[src/rtl/flash_audio_sched.sv]
// flash_audio_sched
// -----------------------------------------------------------------------------
// Schedules the shared read-only SPI flash reader for the S/PDIF path. Audio
// words (32-bit stereo PCM, 16-bit LE L/R) are prefetched from a fixed flash
// window into a small sample FIFO. The FIFO head is handed to the S/PDIF
// encoder on each sample request. An optional secondary word-read requester
// (aux) shares the flash port whenever the audio FIFO has enough margin.
//
// Build option: define AUX_PORT_EN to enable the aux requester. Without it
// the aux inputs are ignored and aux_ready/aux_rdata are tied to zero.
//
// Ports:
//   clk, resetn               system clock, synchronous active-low reset
//   enable                    1 = keep issuing audio fetches
//   flash_valid/flash_addr    read request to the flash reader (addr held)
//   flash_ready/flash_rdata   1-cycle completion pulse with read data
//   sample_req                1-cycle pulse: encoder consumes one sample
//   sample_o                  sample currently presented to the encoder
//   underrun                  1-cycle pulse: sample_req with FIFO empty
//   fifo_level                FIFO occupancy
//   aux_valid/aux_addr        aux word read request (held until aux_ready)
//   aux_ready/aux_rdata       aux completion pulse / data (held)
// -----------------------------------------------------------------------------
module flash_audio_sched #(
    parameter logic [23:0] AUDIO_ADDR = 24'h000000,
    parameter logic [23:0] AUDIO_SIZE = 24'h0ea600,
    parameter int          FIFO_DEPTH = 8,
    parameter int          LOW_WATER  = 2
) (
    input  logic                          clk,
    input  logic                          resetn,
    input  logic                          enable,
    output logic                          flash_valid,
    output logic [23:0]                   flash_addr,
    input  logic                          flash_ready,
    input  logic [31:0]                   flash_rdata,
    input  logic                          sample_req,
    output logic [31:0]                   sample_o,
    output logic                          underrun,
    output logic [$clog2(FIFO_DEPTH):0]   fifo_level,
    input  logic                          aux_valid,
    input  logic [23:0]                   aux_addr,
    output logic                          aux_ready,
    output logic [31:0]                   aux_rdata
);

    localparam int AW = $clog2(FIFO_DEPTH);
    localparam int LW = AW + 1;
    localparam logic [23:0]   LAST_ADDR = AUDIO_ADDR + AUDIO_SIZE - 24'd4;
    localparam logic [LW-1:0] DEPTH_L   = LW'(FIFO_DEPTH);
    localparam logic [LW-1:0] LOW_L     = LW'(LOW_WATER);

    typedef enum logic [1:0] {IDLE, AUDIO_RD, AUX_RD} state_t;

    state_t          state_reg, state_next;
    logic            flash_valid_reg;
    logic [23:0]     flash_addr_reg;
    logic [23:0]     fetch_ptr_reg;
    logic [31:0]     mem [FIFO_DEPTH];
    logic [AW-1:0]   wr_ptr_reg, rd_ptr_reg;
    logic [LW-1:0]   level_reg;
    logic [31:0]     sample_reg;
    logic            underrun_reg;
    logic            push, pop, aux_done, aux_req;
    logic [23:0]     aux_addr_sel;

`ifdef AUX_PORT_EN
    logic            aux_ready_reg;
    logic [31:0]     aux_rdata_reg;

    assign aux_req      = aux_valid;
    assign aux_addr_sel = aux_addr;
    assign aux_ready    = aux_ready_reg;
    assign aux_rdata    = aux_rdata_reg;

    always_ff @(posedge clk) begin
        if (!resetn) begin
            aux_ready_reg <= 1'b0;
            aux_rdata_reg <= 32'd0;
        end else begin
            aux_ready_reg <= aux_done;
            if (aux_done)
                aux_rdata_reg <= flash_rdata;
        end
    end
`else
    logic unused_aux;

    // The aux port is compiled out: AUX_RD can never be entered.
    assign aux_req      = 1'b0;
    assign aux_addr_sel = AUDIO_ADDR;
    assign aux_ready    = 1'b0;
    assign aux_rdata    = 32'd0;
    assign unused_aux   = ^{aux_valid, aux_addr, aux_done};
`endif

    // Pops only happen when something is stored; an empty request mutes.
    assign pop = sample_req && (level_reg != '0);

    // Arbitration runs only from IDLE, so every transaction is followed by at
    // least one IDLE cycle and only one read is ever outstanding. The level
    // used here already includes the push of the transaction that just ended.
    always_comb begin
        state_next = state_reg;
        push       = 1'b0;
        aux_done   = 1'b0;
        case (state_reg)
            IDLE: begin
                if (enable && (level_reg < LOW_L))
                    state_next = AUDIO_RD;
                else if (aux_req)
                    state_next = AUX_RD;
                else if (enable && (level_reg < DEPTH_L))
                    state_next = AUDIO_RD;
            end
            AUDIO_RD: begin
                if (flash_ready) begin
                    push       = 1'b1;
                    state_next = IDLE;
                end
            end
            AUX_RD: begin
                if (flash_ready) begin
                    aux_done   = 1'b1;
                    state_next = IDLE;
                end
            end
            default: state_next = IDLE;
        endcase
    end

    always_ff @(posedge clk) begin
        if (!resetn) begin
            state_reg       <= IDLE;
            flash_valid_reg <= 1'b0;
            flash_addr_reg  <= AUDIO_ADDR;
            fetch_ptr_reg   <= AUDIO_ADDR;
        end else begin
            state_reg       <= state_next;
            flash_valid_reg <= (state_next != IDLE);
            if (state_reg == IDLE && state_next == AUDIO_RD)
                flash_addr_reg <= fetch_ptr_reg;
            else if (state_reg == IDLE && state_next == AUX_RD)
                flash_addr_reg <= aux_addr_sel;
            if (push)
                fetch_ptr_reg <= (fetch_ptr_reg == LAST_ADDR) ? AUDIO_ADDR
                                                              : fetch_ptr_reg + 24'd4;
        end
    end

    // Sample storage: plain array, no reset, so it maps onto block/distributed RAM.
    always_ff @(posedge clk) begin
        if (push)
            mem[wr_ptr_reg] <= flash_rdata;
    end

    always_ff @(posedge clk) begin
        if (!resetn) begin
            wr_ptr_reg   <= '0;
            rd_ptr_reg   <= '0;
            level_reg    <= '0;
            sample_reg   <= 32'd0;
            underrun_reg <= 1'b0;
        end else begin
            if (push)
                wr_ptr_reg <= wr_ptr_reg + AW'(1);
            if (pop)
                rd_ptr_reg <= rd_ptr_reg + AW'(1);
            // A push can never meet a full FIFO: fetches start only below depth.
            if (push && !pop)
                level_reg <= level_reg + LW'(1);
            else if (pop && !push)
                level_reg <= level_reg - LW'(1);
            // Registered read of the head; empty request outputs silence.
            if (sample_req)
                sample_reg <= pop ? mem[rd_ptr_reg] : 32'd0;
            underrun_reg <= sample_req && !pop;
        end
    end

    assign flash_valid = flash_valid_reg;
    assign flash_addr  = flash_addr_reg;
    assign sample_o    = sample_reg;
    assign underrun    = underrun_reg;
    assign fifo_level  = level_reg;

endmodule

[config.mk]
export PLATFORM = sky130hd
export DESIGN_NAME = flash_audio_sched
export DESIGN_NICKNAME = d
export VERILOG_FILES = /design/src/rtl/flash_audio_sched.sv
export SDC_FILE = /design/constraint.sdc
export NUM_CORES = 1
export LEC_CHECK = 0
export ABC_AREA = 1
export BUFFER_PORTS_ARGS = -buffer_cell sky130_fd_sc_hd__buf_2
export CAP_MARGIN = 15
export CELL_PAD_IN_SITES_DETAIL_PLACEMENT = 1
export CELL_PAD_IN_SITES_GLOBAL_PLACEMENT = 1
export CORE_AREA = 5 5 181 183
export DETAILED_ROUTE_END_ITERATION = 16
export DIE_AREA = 0 0 186 188
export PLACE_DENSITY = 0.81
export SLEW_MARGIN = 20
export SYNTH_ARGS = -nofsm -noshare
export SYNTH_HDL_FRONTEND = slang
export SYNTH_SLANG_ARGS = --single-unit
[constraint.sdc]
create_clock -name clk -period 3.8 [get_ports clk]
set_input_delay 0.57 -clock clk [delete_from_list [all_inputs] [get_ports clk]]
set_output_delay 0.57 -clock clk [all_outputs]
set_load 0.05 [all_outputs]
==> flow_summary.toml <==
[clocking]
cts_resized = 0
cts_buffer_depth = 3
clk_latency_ns = 0.55
cts_tree = "built"
clockRootBuffer = "clkbuf_16"
htreeDepth = 2
hold_buffers = 0
cts_sinks = 350
clk_pin_slew_worst_paths_ns = 0.06
numCtsBuffers = 38
cts_setup_buffers = 0

[pwr]
power_density_nw_per_um2 = 662
leakage_uw = 0.00569
pwr-share-comb = 0.241
switchingPower_uw = 3710
power_frac_seq = 0.418
peakVddDrop_uv = 407
internal_power_uw = 7030
clockPowerShare = 0.341
swShare = 0.346

[global_route]
overflow = 0
grt_antenna_before_repair = 7
grt_pass1_wl_um = 60900
grt_max_degree = 71
grt_usage = 0.224
grt_pass1_vias = 10900

[routing]
routed_wirelength_um = 39400
avgViaCountPerCell = 5.62
wire_per_inst_um = 21.9
dr_total_vias = 10100
drtAntennaViolNets = 0
drtIter0Drc = 705
drtPass1Iterations = 5
drc = 0

[setup_path]
setup.worst_path.start_class = "flop"
critPathMaxFanout = 18
cp.arrival_ns = 2.98
worst_ep_required_time_ns = 4.03
critPathKind = "reg2reg"
reg2reg_depth = 7
end_kind = "flop"

[timing]
timing.slew.headroom = 0.356
setup_viol = 0
hold_slack_ns = 0.287
finalCritPeriodShare = 0.723
rsz0062_at_grt = "false"
worstMarginPinSlew_ns = 0.967
fin_setup_tns_ns = 0
max_freq_mhz = 364
maxSlewViolCount = 0
clock_skew_ns = 0.0177
period_needed_ns = 2.75
timing_hold_violations_final = 0

[final_layout]
nets = 1437
syn_to_final_growth_pct = 13.8
largest_reg_flops = 256
layout-drive-gt1-share = 0.157
fin_cells = 1800

[logic_synthesis]
synth_top_cell_by_area = "edfxtp_1"
ys.flop_type = "edfxtp_1"
synth.cell_area_um2 = 14300
synthTopCellsByArea = "edfxtp_1 (54%), dfxtp_1 (13%), nor2_1 (7.0%), o21ai_0 (4.5%), o211ai_1 (2.7%)"
yosys_warnings = 0
synth_top_cell_area_share = 0.539
synth_edf_count = 256
ys_seq_elements = 350
syn-instance-count = 1283
async_flop_share = 0
seq_area_frac_synth = 0.671
synth.distinct_cells = 34
synth.most_common_cell = "nor2_1"
syn_area_per_cell_um2 = 11.1
netlist_top_cells_count = "nor2_1 (264), edfxtp_1 (256), o21ai_0 (127), dfxtp_1 (94), nand2_1 (93)"

[placed_design]
hpwlAfterDp_um = 22900
globalplace.congestion = 0.815
placed_cells = 1726
io_buffers = 98

[job]
max_cap_violations = 0

[floorplan]
rows = 65
initial_utilization = 0.459
die_h_um = 188
dieArea_um2 = 35000
coreArea_um2 = 31100
io_pins = 157
die_width_um = 186

[run_status]
status = "completed"

[worst_hold_path]
holdPathStages = 1
hp-class = "in2reg"
==> critical path: stages, from the launching register on <==
cell and delay (ns):
dfxtp_1 0.31, inv_1 0.09, ha_1 0.15, nand2_1 0.33
inv_2 0.32, nand2_1 0.32, nor2_4 0.63, buf_12 0.27
==> cell usage in the layout (no fill, tap or decap), types with 4 or more instances in the layout <==
master / count
clkbuf_16: 38
o21ai_1: 14
clkbuf_1: 9
xor2_1: 7
nand4_1: 26
nor3_1: 12
nor2_2: 6
clkinv_1: 4
edfxtp_1: 256
a21oi_1: 67
inv_2: 6
buf_4: 16
clkinv_2: 7
dfxtp_1: 92
clkbuf_8: 7
ha_1: 10
buf_12: 6
nand2_1: 93
nand3_1: 73
inv_1: 41
o21ai_0: 127
nand3_2: 12
conb_1: 33
o211ai_1: 51
buf_2: 98
diode_2: 4
nor2_4: 8
nor2_1: 256
==> metrics by stage <==
step,cell area [um2],utilization,setup WS (ns),total power (uW)
2_1_floorplan,14400,-,1.00,6490
3_3_place_gp,15000,0.482,1.05,6950
3_5_place_dp,15000,0.482,0.947,7110
4_1_cts,16200,0.522,1.05,10800
5_1_grt,16200,0.522,0.840,11200
6_report,16200,0.522,1.05,10700
==> per-layer routing <==
| metal | track usage | vias to the layer above | routed length [um] |
|---|---|---|---|
| met5 | 0 | - | 41 |
| met4 | 0.0757 | 6 | 1040 |
| met2 | 0.399 | 293 | 20400 |
| met1 | 0.274 | 5139 | 15900 |
| met3 | 0.0367 | 76 | 2040 |
| li1 | - | 4608 | - |
==> cells by family (layout without fill, tap and decap cells) <==
| family | Yosys count | count (layout) | share of synthesized area |
|---|---|---|---|
| buffers and inverters | 159 | 238 | 0.0611 |
| adders and majority gates | 11 | 11 | 0.0102 |
| other | 1 | 37 | 0.000263 |
| xor gates and xnor gates | 8 | 8 | 0.00491 |
| AOI/OAI and AO/OA | 260 | 260 | 0.101 |
| and+or+nand+nor | 494 | 494 | 0.152 |
| DFF | 350 | 350 | 0.671 |
==> power by group through the flow <==
stage	Combinational (uW)	Sequential, uW	Clock (uW)
CTS	2600	4500	3710
detailed placement	2540	4570	0
floorplan	1620	4870	0
global placement	2400	4550	0
finish	2590	4500	3660
global route	2820	4520	3880
==> area by class of cell <==
class | instances | area, um2
Multi-Input combinational cell | 806 | 4000
Antenna cell | 4 | 10.0
Clock buffer | 54 | 1080
Fill cell | 3340 | 14800
Inverter | 48 | 181
Sequential cell | 350 | 9580
Tap cell | 402 | 503
Timing Repair Buffer | 120 | 731
Clock inverter | 16 | 149
==> final timing paths <==
path                        startpoint  slack, ns                         to
max            state_reg[1]$_SDFF_PN0_       1.05       mem[6][22]$_DFFE_PP_
min reg2reg  sample_o[27]$_SDFFE_PN0P_       0.46  sample_o[27]$_SDFFE_PN0P_
max reg2reg    state_reg[1]$_SDFF_PN0_       1.05       mem[6][22]$_DFFE_PP_
min                     flash_rdata[4]       0.29        mem[4][4]$_DFFE_PP_
No activity file was read; power rests on OpenSTA's default activity.
